## config.mk

```make
export PLATFORM = sky130hd
export DESIGN_NAME = tdm_mux8_tx
export DESIGN_NICKNAME = d
export VERILOG_FILES = /design/src/rtl/tdm_mux8_tx.sv
export SDC_FILE = /design/constraint.sdc
export NUM_CORES = 1
export LEC_CHECK = 0
export BUFFER_PORTS_ARGS = -buffer_cell sky130_fd_sc_hd__buf_4
export CORE_MARGIN = 8
export CORE_UTILIZATION = 49
export CTS_CLUSTER_DIAMETER = 50
export DETAILED_ROUTE_END_ITERATION = 7
export PLACE_DENSITY = 0.78
export SLEW_MARGIN = 20
export SYNTH_ARGS = -nofsm -noshare
export SYNTH_HDL_FRONTEND = slang
export SYNTH_SLANG_ARGS = --single-unit
```

## constraint.sdc

```tcl
create_clock -name clk -period 8.2 [get_ports clk]
set_clock_uncertainty 0.15 [all_clocks]
set_input_delay 0.82 -clock clk [delete_from_list [all_inputs] [get_ports clk]]
set_output_delay 0.82 -clock clk [all_outputs]
set_load 0.02 [all_outputs]
```

## src/rtl/tdm_mux8_tx.sv

```systemverilog
// tdm_mux8_tx: collects single-bit data from N = 2**SEL_W source lanes and
// serializes it onto one (out_data, out_sel) stream with a valid/ready
// handshake. Each lane has a one-entry holding buffer. Strobes that arrive
// while a lane is still full are dropped and flagged in a sticky ovf bit.
// Optional feature: define TDM_MUX8_TX_OVF_CNT_EN to add an 8-bit saturating
// count of dropped strobes (ovf_cnt).

module tdm_mux8_tx #(
    parameter int SEL_W = 3,
    parameter int RR_EN = 1,
    localparam int N = 2 ** SEL_W
) (
    input  logic             clk,
    input  logic             rst_n,
    input  logic [N-1:0]     lane_vld,
    input  logic [N-1:0]     lane_data,
    output logic             out_valid,
    input  logic             out_ready,
    output logic             out_data,
    output logic [SEL_W-1:0] out_sel,
    output logic [N-1:0]     ovf,
    input  logic             ovf_clr,
`ifdef TDM_MUX8_TX_OVF_CNT_EN
    output logic [7:0]       ovf_cnt,
`endif
    output logic             busy
);

    // Sum width for the drop counter: wide enough for 255 plus a full-lane drop.
    localparam int SUM_W = ((SEL_W + 2) > 9) ? (SEL_W + 2) : 9;

    logic [N-1:0]     pending;
    logic [N-1:0]     hold;
    logic [SEL_W-1:0] ptr;

    logic             out_free;
    logic             grant_found;
    logic [SEL_W-1:0] grant_idx;
    logic [SEL_W-1:0] cand;
    logic             load;
    logic [N-1:0]     grant_vec;
    logic [N-1:0]     capture;
    logic [N-1:0]     drop;

    // The output slot can take a new bit when it is empty or being emptied this edge.
    assign out_free = !out_valid || out_ready;
    assign load     = out_free && grant_found;
    assign busy     = (|pending) || out_valid;

    // Arbiter: round-robin search from ptr upward (wrapping), or lowest index first.
    always_comb begin
        grant_found = 1'b0;
        grant_idx   = '0;
        cand        = '0;
        for (int k = 0; k < N; k++) begin
            if (RR_EN != 0) begin
                cand = ptr + SEL_W'(k);
            end else begin
                cand = SEL_W'(k);
            end
            if (!grant_found && pending[cand]) begin
                grant_found = 1'b1;
                grant_idx   = cand;
            end
        end
    end

    // One-hot of the lane being drained this edge, plus capture/drop decisions.
    always_comb begin
        grant_vec = '0;
        if (load) begin
            grant_vec[grant_idx] = 1'b1;
        end
        capture = lane_vld & (~pending | grant_vec);
        drop    = lane_vld & pending & ~grant_vec;
    end

    // Per-lane holding buffers; a granted lane may be refilled on the same edge.
    always_ff @(posedge clk or negedge rst_n) begin
        if (!rst_n) begin
            pending <= '0;
            hold    <= '0;
        end else begin
            pending <= (pending & ~grant_vec) | capture;
            hold    <= (hold & ~capture) | (lane_data & capture);
        end
    end

    // Output register: load the granted lane when free, otherwise hold.
    always_ff @(posedge clk or negedge rst_n) begin
        if (!rst_n) begin
            out_valid <= 1'b0;
            out_data  <= 1'b0;
            out_sel   <= '0;
        end else if (out_free) begin
            if (grant_found) begin
                out_valid <= 1'b1;
                out_data  <= hold[grant_idx];
                out_sel   <= grant_idx;
            end else begin
                out_valid <= 1'b0;
            end
        end
    end

    // Round-robin pointer moves past the winner, only when a load happens.
    always_ff @(posedge clk or negedge rst_n) begin
        if (!rst_n) begin
            ptr <= '0;
        end else if (load) begin
            ptr <= grant_idx + SEL_W'(1);
        end
    end

    // Sticky overflow flags; a new drop wins over a simultaneous clear.
    always_ff @(posedge clk or negedge rst_n) begin
        if (!rst_n) begin
            ovf <= '0;
        end else begin
            ovf <= (ovf & {N{~ovf_clr}}) | drop;
        end
    end

`ifdef TDM_MUX8_TX_OVF_CNT_EN
    logic [SEL_W:0] drop_cnt;
    logic [SUM_W-1:0] cnt_sum;
    logic [7:0]     cnt_base;
    logic [7:0]     cnt_nxt;

    // Count the drops of this edge and add them to the (possibly cleared) total.
    always_comb begin
        drop_cnt = '0;
        for (int i = 0; i < N; i++) begin
            drop_cnt = drop_cnt + {{SEL_W{1'b0}}, drop[i]};
        end
        cnt_base = ovf_clr ? 8'd0 : ovf_cnt;
        cnt_sum  = SUM_W'(cnt_base) + SUM_W'(drop_cnt);
        if (cnt_sum > SUM_W'(255)) begin
            cnt_nxt = 8'hFF;
        end else begin
            cnt_nxt = cnt_sum[7:0];
        end
    end

    // Saturating dropped-strobe counter.
    always_ff @(posedge clk or negedge rst_n) begin
        if (!rst_n) begin
            ovf_cnt <= 8'd0;
        end else begin
            ovf_cnt <= cnt_nxt;
        end
    end
`endif

endmodule

```

Word-level counts from Yosys, hierarchy flattened
Index checks and enable logic that the tools add are counted.
{ "totals": {"elab_cells": 99, "regBits": 32, "inputBits": 20, "output_inout_bits": 14} }
{ "op_classes": {"order_cmp": 10, "bitwise": 15, "n_reduce_logical": 21, "n_mux": 38, "addsub": 8} }
{ "op_table": {"columns": ["op", "n"], "rows": [
  ["$and A8 B8 Y8", 7],
  ["$lt A3 B4 Y1 const B", 9],
  ["$or A8 B8 Y8", 4],
  ["$bmux W1 S3", 9],
  ["$mux W3", 8],
  ["$not A8 Y8", 3],
  ["$mux W1", 19],
  ["$add A3 B3 Y3 const B", 4],
  ["$logic_and A1 B1 Y1", 9],
  ["$logic_not A1 Y1", 8],
  ["$mux W8", 1],
  ["$reduce_or A8 Y1", 1],
  ["$add A3 B1 Y3 const B", 2],
  ["$add A3 B2 Y3 const B", 2],
  ["$demux W1 S3", 1],
  ["$ge A3 B1 Y1 const B", 1],
  ["$logic_or A1 B1 Y1", 2],
  ["$reduce_and A2 Y1", 1],
  ["$not A1 Y1", 1]
]} }

Depth between registers and ports, before layout
Gate-level depths: netlist (run 1).
{ "logic_depth": {"depth_word": 34, "mapped_depth": 14, "depth_no_buf": 11} }

Worst setup path after synthesis (run 1)
OpenSTA, ideal clock, no wires.
{ "synth_path": {"path_type": "register to register", "startpoint": "register ptr[1]", "endpoint": "register (tool-made name)", "setup_time_ns": 0.128, "required_ns": 7.922, "stages_incl_launch_ff": 15, "t_arrival_ns": 3.407, "path_slack_ns": 4.516, "path_cell_list": "dfrtp_1 buf_6 buf_2 inv_1 ha_1 buf_2 mux4_2 mux2_2 or2_4 a221oi_2 o21ai_2 a21o_2 o31a_1 nor2b_1 mux2_1"} }
{ "synth_lines": {"columns": ["item", "line_no", "rtl"], "rows": [
  ["start, declared", "34", "logic [SEL_W-1:0] ptr;"],
  ["start signal, assigned", "111", "ptr <= grant_idx + SEL_W'(1);"]
]} }

==> impl_metrics.toml, run 1 <==
[synth]
synth_cell_types = 60
syn_nets = 237
synth_edf_count = 0
synthCells = 215
syn_area_um2 = 2285
postSynthRegisterBits = 32
synth_area_per_cell_um2 = 10.63
synthArstFlopShare_pct = 100.0
synth_warnings = 0
yosysSeqAreaShare_pct = 35.05
synth_ff_type = "dfrtp_1"

[global_route]
grt_pass1_wl_um = 9294
grt_max_degree = 33
grt_overflow_total = 0
antenna_found_initial = 0
first_global_vias = 1890
grt_usage_pct = 15.68

[timing]
fmax_ghz = 0.2313
hold_violations = 0
worst_pin_slew_ns = 0.8191
fin_hold_ws_ns = 0.3132
setup_ws_ns = 3.876
slew_headroom_pct = 45.15
drv_slew = 0
rsz0062_at_grt = "false"
setup_viol = 0
period_needed_ns = 4.324
post-route-period-util_pct = 52.73
tns_ns = 0

[setup_path]
r2r_cells = 11
cp.required_ns = 8.21
crit_type = "reg -> reg"
timing.rr.start = "ptr[1]"
crit_path_start_kind = "flip-flop"
crit_arrival_ns = 4.33
path_max_fanout = 17
reg2reg_slack_ns = 3.88
cp-end-kind = "flip-flop"
cp-startpoint = "ptr[1]"

[route]
firstDrtPassIters = 4
drtIter0Drc = 175
wl_per_cell_um = 17.88
wl_met2_um = 2598
met3WireLength_um = 407
routed_via_density = 6.161
wl_met1_um = 2261
antenna_left = 0
vias = 1873
wl_um = 5435
top_layer = "met4"
drcViolationCount = 0

[power_and_ir_drop]
leakagePower_nw = 1.094
power.total_mw = 1.126
powerDensity_nw_per_um2 = 425.5
max-vdd-ir-drop_mv = 0.2602

[layout]
syn2layout_area_growth_pct = 15.83
seq_area_um2 = 800.8
nets = 271
multi_input_area_um2 = 1403
design_area_um2 = 2646
insertedDiodeCount = 0
fill_cells = 401
final_util_pct = 57.55
drive_gt1_share_pct = 31.20
fin_cells = 304

[run_status]
status = "finished clean"

[floorplan]
core_region_area_um2 = 4598
io_pins = 34
rows = 25
fp.dieW_um = 84.29
die_height_um = 84.29
start_util_pct = 49.69
die_area_um2 = 7104

[clocking]
clock_path_buffers = 2
cts_setup_buffers = 0
path_clk_slew_ns = 0.06
cts_hold_buffers = 0
cts_sinks = 32
clockRootBuffer = "clkbuf_8"
cts_made_buffers = 5
insertion_delay_ns = 0.28
ctsResizeCount = 0
cts_max_level = 2
cts_tree = "done"

[hold_path]
min_path_type = "in -> async"

[flow_run]
maxCapViolations = 0

[place]
dp_slack_ns = 3.898
dp_cells = 296
place_area_um2 = 2556
place_congestion = 0.9250
dp_hpwl_um = 4203
portBuffers = 33
[layer usage]
metal  track usage (%)  up-vias
met5                 0        -
met4             7.221        0
met3             3.872       15
met2             25.42       94
met1             19.02      886
li1                  -      878
[worst max-delay path: stages (launching register included)]
cell and delay, ns:
dfrtp_1 0.84, inv_1 0.18, ha_1 0.57, mux2i_1 0.15, and3_1 0.21, o311ai_2 0.45
a211oi_4 0.16, a21oi_2 0.41, nand3_2 0.23, o31a_1 0.38, nor2b_1 0.14, mux2_1 0.33
[placed cells by master, fill, tap and decap left out, drive strengths merged, types with 5 or more instances in the layout]
cell type / instances
a21oi: 10
buf: 33
clkbuf: 8
dfrtp: 32
inv: 10
mux2: 13
mux2i: 16
mux4: 8
nand2: 24
nand3: 5
nor2: 8
o211ai: 6
o21ai: 12
o2bb2ai: 5
or2: 8
[synthesized netlist by cell type (all sizes together) (2+ instances only)]
master / number / area [um^2]
dfrtp: 32 / 800.8
nand2: 24 / 90.09
mux2i: 16 / 160.2
mux2: 13 / 153.9
o21ai: 12 / 67.57
a21oi: 10 / 57.56
inv: 10 / 37.54
mux4: 8 / 180.2
nor2: 8 / 32.54
or2: 8 / 52.55
o211ai: 6 / 45.04
buf: 5 / 40.04
nand3: 5 / 30.03
o2bb2ai: 5 / 43.79
a22o: 4 / 35.03
nor2b: 4 / 27.53
o21a: 4 / 31.28
o31a: 4 / 35.03
o31ai: 4 / 50.05
xnor2: 3 / 26.28
a21o: 2 / 16.27
a31o: 2 / 17.52
and3: 2 / 12.51
ha: 2 / 25.02
o211a: 2 / 20.02
o311ai: 2 / 25.03
xor2: 2 / 25.03
[power breakdown]
part | internal, mW | switching (mW) | leakage (nW)
registers | 0.222 | 0.107 | 0.351
clock network | 0.0683 | 0.0538 | 0.0455
logic | 0.302 | 0.373 | 0.698
[cell type report]
type                            instances  share of cell area (%)
Tap cell                               54                   2.553
Inverter                               10                   1.418
Clock buffer                            8                   3.404
Multi-Input combinational cell        167                   53.00
Sequential cell                        32                   30.26
Timing Repair Buffer                   33                   9.362
[worst min path at each step]
stage / endpoint / slack (ns) / cells past startpoint
floorplan: flip-flop / 0.30 / 1
global placement: out_sel[1] / 0.32 / 2
detailed placement: out_sel[1] / 0.32 / 2
CTS: ovf[7] / 0.33 / 1
global route: ovf[7] / 0.34 / 1
finish: ovf[7] / 0.31 / 1
[cells by family after synthesis]
logic type      synth area share (%)
xor+xnor                       2.246
mux                            21.63
fa+ha+maj                      1.095
flops                          35.05
buf+inv                        3.560
compound gates                 23.00
simple gates                   13.42
Note: power is estimated with default switching activity, not from simulation.
==> run 2, diff against run 1 <==
Settings changed: ABC_AREA from default to 1, PLACE_DENSITY 0.78 to 0.81.
Clock period 8.2 ns to 3.58 ns, I/O delays scaled along.
==> impl_metrics.toml, run 2 <==
[clocking]
cts_setup_buffers = 0
cts_sinks = 32
cts_made_buffers = 5
cts_max_level = 2
clockRootBuffer = "clkbuf_8"
path_clk_slew_ns = 0.06
cts_tree = "done"
insertion_delay_ns = 0.28
clock_path_buffers = 2

[setup_path]
crit_path_start_kind = "flip-flop"
crit_path_top_delay_cell = "ha_1"
crit_arrival_ns = 2.67
worstPathCellList = "inv_4, ha_1, inv_1, nand3_1, nand3_2, nand2_4, nor2_8, nand4_4, nor2_8, nand2_2, nor2_1, nand2_1, buf_4"
path_max_fanout = 11
cp.required_ns = 3.07
cp-startpoint = "ptr[0]"
reg2reg_slack_ns = 0.48
timing.rr.start = "ptr[0]"
crit_end = "busy"
r2r_cells = 19
cp-end-kind = "output port"
crit_type = "reg -> out"
crit_top_cell = "nor2_8"
cp_slowest_stage_delay_ns = 0.40

[synth]
synthCells = 307
synth_warnings = 0
synth_ff_type = "dfrtp_1"
synth_cell_types = 35
synth.area.top_cells = "dfrtp_1 (35%), nand2_1 (15%), nand3_1 (9.2%), inv_1 (5.7%), nand3_2 (3.5%)"
yosysSeqAreaShare_pct = 34.92
synth_area_per_cell_um2 = 7.471
postSynthRegisterBits = 32
synthArstFlopShare_pct = 100.0
synth.top_cell.area_share_pct = 34.92
ys_top_cells_by_count = "nand2_1 (94), nand3_1 (42), inv_1 (35)"
syn_nets = 329
yosys.area.top_type = "dfrtp_1"
syn_area_um2 = 2293
synth_edf_count = 0
synth.most_common_cell = "nand2_1"

[floorplan]
start_util_pct = 49.54
die_area_um2 = 7126
core_region_area_um2 = 4629
fp.dieW_um = 84.42
io_pins = 34
die_height_um = 84.42
rows = 25

[layout]
fill_cells = 450
drive_gt1_share_pct = 25.36
multi_input_area_um2 = 1290
layout_commonest_cell = "nand2_1"
seq_area_um2 = 800.8
insertedDiodeCount = 0
nets = 369
final_cell_mix = "nand2_1 (94), nand3_1 (42), buf_4 (37)"
syn2layout_area_growth_pct = 17.19

[route]
drcViolationCount = 0
wl_um = 5563
drtIter0Drc = 108
firstDrtPassIters = 4
wl_per_cell_um = 13.87
antenna_left = 0
vias = 2133
routed_via_density = 5.319

[global_route]
grt_usage_pct = 16.00
grt_overflow_total = 0
first_global_vias = 2195
antenna_found_initial = 0
grt_pass1_wl_um = 9487
grt_max_degree = 33

[timing]
fmax_ghz = 0.3151
post-route-period-util_pct = 88.66
rsz0062_at_grt = "false"
drv_slew = 0
setup_viol = 0
hold_violations = 0
worst_pin_slew_ns = 0.4022
slew_headroom_pct = 73.18
period_needed_ns = 3.174
tns_ns = 0

[place]
dp_hpwl_um = 4463
place_congestion = 0.9146
portBuffers = 33

[run_status]
status = "finished clean"

[hold_path]
whs_path_depth = 3
min_path_type = "in -> reg"

[flow_run]
maxCapViolations = 0
-- run 2: changes by cell type after synthesis, moves of 8 or more --
cell	change
mux4_2	-8
nand3_1	+38
nand2_1	+70
nand2_2	+12
nor2_1	+13
inv_1	+25
mux2i_1	-16
o22ai_1	+9
-- run 2: area by class of cell --
cell class,count,share of cell area (%)
clock inverters,1,0.1862
well taps,54,2.514
flip-flops and latches,32,29.80
multi-input cells,228,48.00
repair buffers,38,10.71
clock buffers,6,2.700
inverters,42,6.099
-- run 2: worst max-delay path: cells and delay by family, from the launching register on --
| family | cells | cell delay (ns) |
|---|---|---|
| adder cells (fa/ha/maj) | 1 | 0.40 |
| buffers and inverters | 3 | 0.45 |
| flip-flops | 1 | 0.39 |
| AND/OR/NAND/NOR | 9 | 1.14 |
-- run 2: kinds of logic after synthesis --
group,synth area share [%]
simple gates,46.48
buf+inv,8.837
compound gates,7.146
fa+ha+maj,1.091
flops,34.92
xor+xnor,1.528
-- run 2: per-stage QoR --
| step | worst slack (ns) | hold slack [ns] | area, um^2 | instances | util, % |
|---|---|---|---|---|---|
| 3_5_place_dp | 0.5315 | 0.1706 | 2600 | 393 | 56.16 |
| 3_3_place_gp | 0.6201 | 0.1674 | 2600 | 393 | 56.16 |
| 2_1_floorplan | 0.7299 | -0.08759 | 2293 | 307 | - |
| 5_1_grt | 0.1772 | 0.1550 | 2688 | 401 | 58.05 |
| 4_1_cts | 0.4321 | 0.1361 | 2688 | 401 | 58.05 |
| 6_report | 0.4061 | 0.1376 | 2688 | 401 | 58.05 |
-- run 2: what timing repair did --
item,in CTS,in global routing
endpoints found under the hold margin,32,0
hold buffers,1,0
resized for setup,0,0
-- run 2: worst min-delay path by stage --
stage / from / end
finish: lane_vld[5] / pending[5]
global route: lane_vld[4] / pending[4]
CTS: lane_vld[5] / pending[5]
detailed placement: rst_n / async pin
global placement: rst_n / async pin
floorplan: rst_n / async pin
-- run 2: metal layers --
| layer | wire length [um] | up-vias | track usage [%] |
|---|---|---|---|
| li1 | - | 1066 | - |
| met1 | 2454 | 1002 | 17.36 |
| met2 | 2820 | 57 | 30.09 |
| met3 | 203 | 8 | 3.122 |
| met4 | 85 | 0 | 5.178 |
| met5 | 0 | - | 0 |
Power of run 2 is not shown: default switching activity piles up to over one toggle a cycle in this logic, so the estimate is an artifact.
